File: config.mk
export PLATFORM = sky130hd
export DESIGN_NAME = ring_count_decoder
export DESIGN_NICKNAME = d
export VERILOG_FILES = /design/src/rtl/ring_pkg.sv /design/src/rtl/ring_onehot_enc.sv /design/src/rtl/ring_count_decoder.sv
export SDC_FILE = /design/constraint.sdc
export NUM_CORES = 1
export LEC_CHECK = 0
export ABC_AREA = 1
export BUFFER_PORTS_ARGS = -buffer_cell sky130_fd_sc_hd__buf_4
export CAP_MARGIN = 20
export CORE_MARGIN = 1
export CORE_UTILIZATION = 45
export DETAILED_ROUTE_END_ITERATION = 8
export GPL_ROUTABILITY_DRIVEN = 0
export PLACE_DENSITY = 0.71
export SYNTH_ARGS = -nofsm -noshare
export SYNTH_HDL_FRONTEND = slang
export SYNTH_HIERARCHICAL = 1
export SYNTH_SLANG_ARGS = --single-unit
File: constraint.sdc
create_clock -name clk -period 3.4 [get_ports clk]
set_input_delay 0.51 -clock clk [delete_from_list [all_inputs] [get_ports clk]]
set_output_delay 0.51 -clock clk [all_outputs]
set_load 0.01 [all_outputs]
File: src/rtl/ring_pkg.sv
// ---------------------------------------------------------------------------
// ring_pkg
// Shared definitions for ring-code consumers: the acquisition FSM state
// type, index width helper, left-rotation and one-hot legality helpers.
// Helpers work on a fixed maximum width so that any ring width up to
// RING_MAX_WID can use them; callers zero-extend their codes.
// ---------------------------------------------------------------------------
package ring_pkg;

    // Acquisition FSM states
    typedef enum logic [1:0] {
        SEARCH  = 2'd0,
        ACQUIRE = 2'd1,
        LOCKED  = 2'd2
    } ring_state_t;

    localparam int RING_MAX_WID = 64;

    // Index width for a ring of 'wid' bits, never less than one bit
    function automatic int idx_width(input int wid);
        return (wid <= 2) ? 1 : $clog2(wid);
    endfunction

    // Rotate the low 'wid' bits of v left by one; bits above wid stay zero
    function automatic logic [RING_MAX_WID-1:0] rotl(
        input logic [RING_MAX_WID-1:0] v,
        input int                      wid
    );
        logic [RING_MAX_WID-1:0] r;
        r    = '0;
        r[0] = v[wid-1];
        for (int i = 1; i < RING_MAX_WID; i++) begin
            if (i < wid) begin
                r[i] = v[i-1];
            end
        end
        return r;
    endfunction

    // True when exactly one bit is set (zero and multi-hot are both false)
    function automatic logic onehot_ok(input logic [RING_MAX_WID-1:0] v);
        return $onehot(v);
    endfunction

endpackage

File: src/rtl/ring_onehot_enc.sv
// ---------------------------------------------------------------------------
// ring_onehot_enc
// Combinational classifier/encoder for a ring code.
// Ports:
//   code       in   DATA_WID  ring code
//   is_zero    out  1         code is all zeros (ring counter seed)
//   is_onehot  out  1         exactly one bit set
//   index      out  IDX_W     position of the set bit (highest set bit
//                             when the code is multi-hot, 0 when zero)
// ---------------------------------------------------------------------------
module ring_onehot_enc
    import ring_pkg::*;
#(
    parameter  int DATA_WID = 4,
    localparam int IDX_W    = idx_width(DATA_WID)
) (
    input  logic [DATA_WID-1:0] code,
    output logic                is_zero,
    output logic                is_onehot,
    output logic [IDX_W-1:0]    index
);

    always_comb begin
        is_zero   = (code == '0);
        is_onehot = onehot_ok(RING_MAX_WID'(code));
        index     = '0;
        for (int i = 0; i < DATA_WID; i++) begin
            if (code[i]) begin
                index = IDX_W'(i);
            end
        end
    end

endmodule

File: src/rtl/ring_count_decoder.sv
// ---------------------------------------------------------------------------
// ring_count_decoder
// Receive-side checker for a rotating one-hot ring code. Converts legal
// codes to a binary index, checks each valid sample is one left-rotation of
// the previous one, declares lock after LOCK_CNT correct transitions and
// keeps a saturating error count. All outputs are registered (latency 1).
// Ports:
//   clk         in   1            clock, rising edge
//   rst         in   1            asynchronous active-high reset
//   ring_valid  in   1            sample ring_code this cycle
//   ring_code   in   DATA_WID     ring code
//   clr_err     in   1            synchronous clear of err_count
//   idx         out  IDX_W        set-bit position of last legal code
//   idx_valid   out  1            pulse, idx updated
//   code_err    out  1            pulse, illegal code sampled
//   seq_err     out  1            pulse, legal code but wrong successor
//   locked      out  1            FSM is in LOCKED
//   err_count   out  ERR_CNT_WID  saturating error event count
// ---------------------------------------------------------------------------
module ring_count_decoder
    import ring_pkg::*;
#(
    parameter  int DATA_WID    = 4,
    parameter  int LOCK_CNT    = 3,
    parameter  int ERR_CNT_WID = 8,
    localparam int IDX_W       = idx_width(DATA_WID)
) (
    input  logic                   clk,
    input  logic                   rst,
    input  logic                   ring_valid,
    input  logic [DATA_WID-1:0]    ring_code,
    input  logic                   clr_err,
    output logic [IDX_W-1:0]       idx,
    output logic                   idx_valid,
    output logic                   code_err,
    output logic                   seq_err,
    output logic                   locked,
    output logic [ERR_CNT_WID-1:0] err_count
);

    // good_cnt must be able to hold LOCK_CNT itself
    localparam int GOOD_W = (LOCK_CNT < 2) ? 1 : $clog2(LOCK_CNT + 1);

    ring_state_t         state;
    logic [DATA_WID-1:0] prev;
    logic [GOOD_W-1:0]   good_cnt;
    logic [GOOD_W-1:0]   good_inc;

    logic                is_zero;
    logic                is_legal;
    logic [IDX_W-1:0]    code_idx;
    logic                is_expected;
    logic                code_err_ev;
    logic                seq_err_ev;
    logic                any_err;

    ring_onehot_enc #(
        .DATA_WID (DATA_WID)
    ) u_enc (
        .code      (ring_code),
        .is_zero   (is_zero),
        .is_onehot (is_legal),
        .index     (code_idx)
    );

    // Classify this sample against the FSM state. A zero code is the
    // counter's seed and is only tolerated while searching.
    always_comb begin
        good_inc    = good_cnt + 1'b1;
        is_expected = is_legal &&
                      (RING_MAX_WID'(ring_code) == rotl(RING_MAX_WID'(prev), DATA_WID));
        code_err_ev = 1'b0;
        seq_err_ev  = 1'b0;
        if (ring_valid) begin
            if (state == SEARCH) begin
                code_err_ev = !is_zero && !is_legal;
            end else begin
                code_err_ev = !is_legal;
                seq_err_ev  = is_legal && !is_expected;
            end
        end
        any_err = code_err_ev || seq_err_ev;
    end

    // Acquisition FSM with its registered outputs and error counter
    always_ff @(posedge clk or posedge rst) begin
        if (rst) begin
            state     <= SEARCH;
            prev      <= '0;
            good_cnt  <= '0;
            idx       <= '0;
            idx_valid <= 1'b0;
            code_err  <= 1'b0;
            seq_err   <= 1'b0;
            locked    <= 1'b0;
            err_count <= '0;
        end else begin
            idx_valid <= 1'b0;
            code_err  <= code_err_ev;
            seq_err   <= seq_err_ev;

            if (ring_valid && is_legal) begin
                idx       <= code_idx;
                idx_valid <= 1'b1;
            end

            if (ring_valid) begin
                case (state)
                    SEARCH: begin
                        if (is_legal) begin
                            state    <= ACQUIRE;
                            prev     <= ring_code;
                            good_cnt <= '0;
                        end
                    end
                    ACQUIRE: begin
                        if (is_expected) begin
                            prev     <= ring_code;
                            good_cnt <= good_inc;
                            if (good_inc == GOOD_W'(LOCK_CNT)) begin
                                state  <= LOCKED;
                                locked <= 1'b1;
                            end
                        end else if (is_legal) begin
                            prev     <= ring_code;
                            good_cnt <= '0;
                        end else begin
                            state <= SEARCH;
                        end
                    end
                    LOCKED: begin
                        if (is_expected) begin
                            prev <= ring_code;
                        end else if (is_legal) begin
                            prev     <= ring_code;
                            good_cnt <= '0;
                            state    <= ACQUIRE;
                            locked   <= 1'b0;
                        end else begin
                            state  <= SEARCH;
                            locked <= 1'b0;
                        end
                    end
                    default: begin
                        state  <= SEARCH;
                        locked <= 1'b0;
                    end
                endcase
            end

            // A clear that coincides with an error still records that error
            if (clr_err) begin
                err_count <= any_err ? ERR_CNT_WID'(1) : '0;
            end else if (any_err && (err_count != '1)) begin
                err_count <= err_count + 1'b1;
            end
        end
    end

endmodule

==> impl_summary.md <==
Synthesis
After synthesis, the mean cell area works out to 7.20 µm². The yosys synthesis warning count is 6. Sorting the synthesized cells by area gives the leading types as sky130_fd_sc_hd__dfrtp_1, sky130_fd_sc_hd__nand2_1, sky130_fd_sc_hd__inv_1. The number of enable flip-flop cells after synthesis is 0. In the post-synthesis netlist, the cell with the most instances is sky130_fd_sc_hd__nand2_1. After synthesis, the netlist uses 23 different library cells.

The post-synth net total is 200. The instance count of the mapped netlist is 186. The register bit count reported by yosys is 22.

The post-synthesis cell type with the largest combined area is sky130_fd_sc_hd__dfrtp_1. In the synthesized netlist the dominant register cell turns out to be sky130_fd_sc_hd__dfrtp_1. The fraction of the yosys area taken by sequential cells is 41.1%. Counting flops with an async set or reset pin after synthesis yields a share of 100%. The share of the synthesized area in the top cell type is 41.1%. After synthesis the cells add up to 0.00134 mm². By count the netlist is led by sky130_fd_sc_hd__nand2_1, sky130_fd_sc_hd__inv_1, sky130_fd_sc_hd__dfrtp_1.

STA
Headroom to the max-slew limit came out at 42.9%. Timing would allow up to 395 MHz. The final count of pins violating max slew is 0.

The worst-case clock skew is 0.00763 ns. Setup repair after global routing left no endpoint under its margin. The total negative slack for setup checks is 0 ns. The actual slew at the worst max-slew pin is 0.855 ns.

The shortest clock period the worst path allows after layout is 2.53 ns. After layout, the worst path uses 74.5% of the clock period. The setup violation total in the final timing report is 0. The number of hold violations in the final report is 0.

Place
The sum of net half-perimeters after detailed placement is 2070 µm. The number of cells in the design after placement is 237. Buffers placed on the I/O ports in this run total 21.

Floorplanning
The effective utilization at floorplan is 48.2%. The I/O pin count is 22. The core region is 0.00278 mm².

The die is 56.6 µm wide. The die area is 0.00320 mm². The vertical die dimension is 56.6 µm. The number of rows in the core area is 19.

CTS
The tree built by TritonCTS fans out to 22 sinks. The clock tree root buffer cell is sky130_fd_sc_hd__clkbuf_4. The hold buffer count at CTS is 0. After clock tree synthesis, the clock-pin slew on the worst setup and hold paths is 0.12 ns. The later-pin clock latency in the skew report is 0.30 ns. Post-CTS timing repair inserted 0 buffers for setup. The clock tree from TritonCTS is built. The buffer depth of the longest clock path is 2. Post-CTS repair changed the size of 0 cells. The number of levels the H-tree was split into is 1. The number of clock buffers added by TritonCTS is 3.

Cells and area
From synthesis to final layout, the design area changed by 16.1%. The post-route netlist has 16.7% of its cells at a drive strength greater than 1. Fill cells in the final layout number 296. 0 antenna diodes ended up in the layout. Summing all multi-input logic gate instances after layout gives 666 µm².

The number of cells in the finished layout apart from fillers is 240. Across the whole layout, storage elements account for 551 µm². At the end of the flow, the number of nets in the layout was 225.

Worst setup path
STA classifies the critical path startpoint as a primary input. The type of element capturing the critical path is a register. The critical path is of the primary input to register type.

Along the worst path, the maximum fanout reaches 9. For the worst setup path, the data required time is 3.65 ns. The signal arrival time at the worst endpoint is 2.79 ns.

Pwr
Summed over all cells, the static leakage comes to 0.908 nW. The power density over the cells is 469 mW/mm². The maximum resistive drop on vdd is 0.000355 V.

GRT
Entering global routing, the biggest net connects 23 pins. The via count of the first global-routing pass is 1212. The initial antenna violation count is 0.

The first global-routing pass estimated 5120 µm of wire. The remaining global-route overflow is 0. Across every metal layer, demand over resource in global routing totals 20.0%.

Routing
In the routed design, unresolved DRC markers number 0. For this block, the initial DRC count from the detailed router was 53. Detailed routing inserted a total of 1238 vias. The sum of routed wire length over all layers is 2690 µm. The number of search-and-repair iterations in the first detailed-routing pass is 4.

The remaining number of nets flagged by the antenna check after routing is 0. In the final routed layout, each cell accounts on average for 11.2 µm. The via density per instance is 5.16.

Worst hold path
The kind of path behind the tightest hold check is primary input to asynchronous set/reset pin.

Run
The number of maximum-capacitance constraint violations is 0.

Outcome
The flow ran to the end, and the final reports show no timing, DRC or antenna violations.
==> stage by stage <==
step                      setup WS [ns]  area, µm²  hold slack [ns]  util, %  power (mW)
after floorplan                   0.913       1340            0.457        -       0.530
after global placement            0.684       1530            0.466     55.1       0.606
after detailed placement          0.555       1530            0.464     55.1       0.619
after CTS                         0.868       1560            0.405     55.9       0.736
after global routing              0.644       1560            0.442     55.9       0.798
final                             0.866       1560            0.368     55.9       0.730
==> cell type report <==
cell class / instances / area share (%)
repair buffers: 21 / 10.1
well taps: 31 / 2.49
inverters: 32 / 7.72
multi-input cells: 131 / 42.8
flip-flops and latches: 22 / 35.4
clock buffers: 3 / 1.45
==> layer usage <==
| metal | vias to the layer above | wire [µm] | global-route usage (%) |
|---|---|---|---|
| li1 | 624 | - | - |
| met1 | 572 | 1130 | 24.7 |
| met2 | 36 | 1380 | 35.0 |
| met3 | 6 | 131 | 5.53 |
| met4 | 0 | 46 | 4.18 |
| met5 | - | 0 | 0 |
==> placed cells by master (no fill, tap or decap) <==
cell type	instances
sky130_fd_sc_hd__nand2_4	2
sky130_fd_sc_hd__o21ai_1	1
sky130_fd_sc_hd__nand2_2	3
sky130_fd_sc_hd__ha_1	5
sky130_fd_sc_hd__fa_1	1
sky130_fd_sc_hd__nor3_1	1
sky130_fd_sc_hd__xor2_1	2
sky130_fd_sc_hd__inv_2	1
sky130_fd_sc_hd__nor3b_1	1
sky130_fd_sc_hd__nor3b_2	1
sky130_fd_sc_hd__nand4_2	1
sky130_fd_sc_hd__a21oi_1	3
sky130_fd_sc_hd__a31o_2	1
sky130_fd_sc_hd__or2_2	1
sky130_fd_sc_hd__buf_4	21
sky130_fd_sc_hd__inv_1	31
sky130_fd_sc_hd__nor2_2	1
sky130_fd_sc_hd__clkbuf_4	3
sky130_fd_sc_hd__nand3_1	18
sky130_fd_sc_hd__o21ai_0	7
sky130_fd_sc_hd__nand4_1	5
sky130_fd_sc_hd__nand2_1	64
sky130_fd_sc_hd__dfrtp_1	22
sky130_fd_sc_hd__nor2_1	13
==> final timing paths <==
path / startpoint / endpoint / slack (ns) / cells past startpoint
worst max-delay path: ring_code[0] / err_count[7] / 0.87 / 17
worst min-delay path: rst / err_count[5] / 0.37 / 2
worst max register to register: err_count[0] / err_count[7] / 1.65 / 8
worst min register to register: locked / locked / 0.49 / 2
max in group asynchronous: rst / seq_err / 2.50 / 2
min in group clk: locked / locked / 0.49 / 2
==> critical path, stage by stage <==
cell and delay, ns:
sky130_fd_sc_hd__buf_4 0.09, sky130_fd_sc_hd__inv_1 0.06, sky130_fd_sc_hd__fa_1 0.55, sky130_fd_sc_hd__inv_1 0.04
sky130_fd_sc_hd__ha_1 0.17, sky130_fd_sc_hd__ha_1 0.27, sky130_fd_sc_hd__inv_1 0.05, sky130_fd_sc_hd__nand2_1 0.04
sky130_fd_sc_hd__nor2_1 0.21, sky130_fd_sc_hd__inv_1 0.14, sky130_fd_sc_hd__nor2_1 0.12, sky130_fd_sc_hd__nand2_1 0.09
sky130_fd_sc_hd__nand2_2 0.11, sky130_fd_sc_hd__nand2_4 0.10, sky130_fd_sc_hd__nand2_4 0.10, sky130_fd_sc_hd__nand2_1 0.06
sky130_fd_sc_hd__nand2_1 0.06
==> cell families after synthesis <==
group | count (synthesis) | share of synthesized area, %
AND/OR/NAND/NOR | 111 | 37.4
XOR/XNOR | 2 | 1.31
adder cells (fa/ha/maj) | 6 | 6.16
flip-flops | 22 | 41.1
AO/OA/AOI/OAI | 12 | 4.76
buffers and inverters | 33 | 9.24
==> report_power, final <==
group | leakage [nW] | switching, mW | internal [mW]
logic | 0.603 | 0.151 | 0.102
registers | 0.291 | 0.0459 | 0.315
clock network | 0.0138 | 0.0747 | 0.0414
total | 0.908 | 0.271 | 0.459
Power figures use the tool's default switching activity.
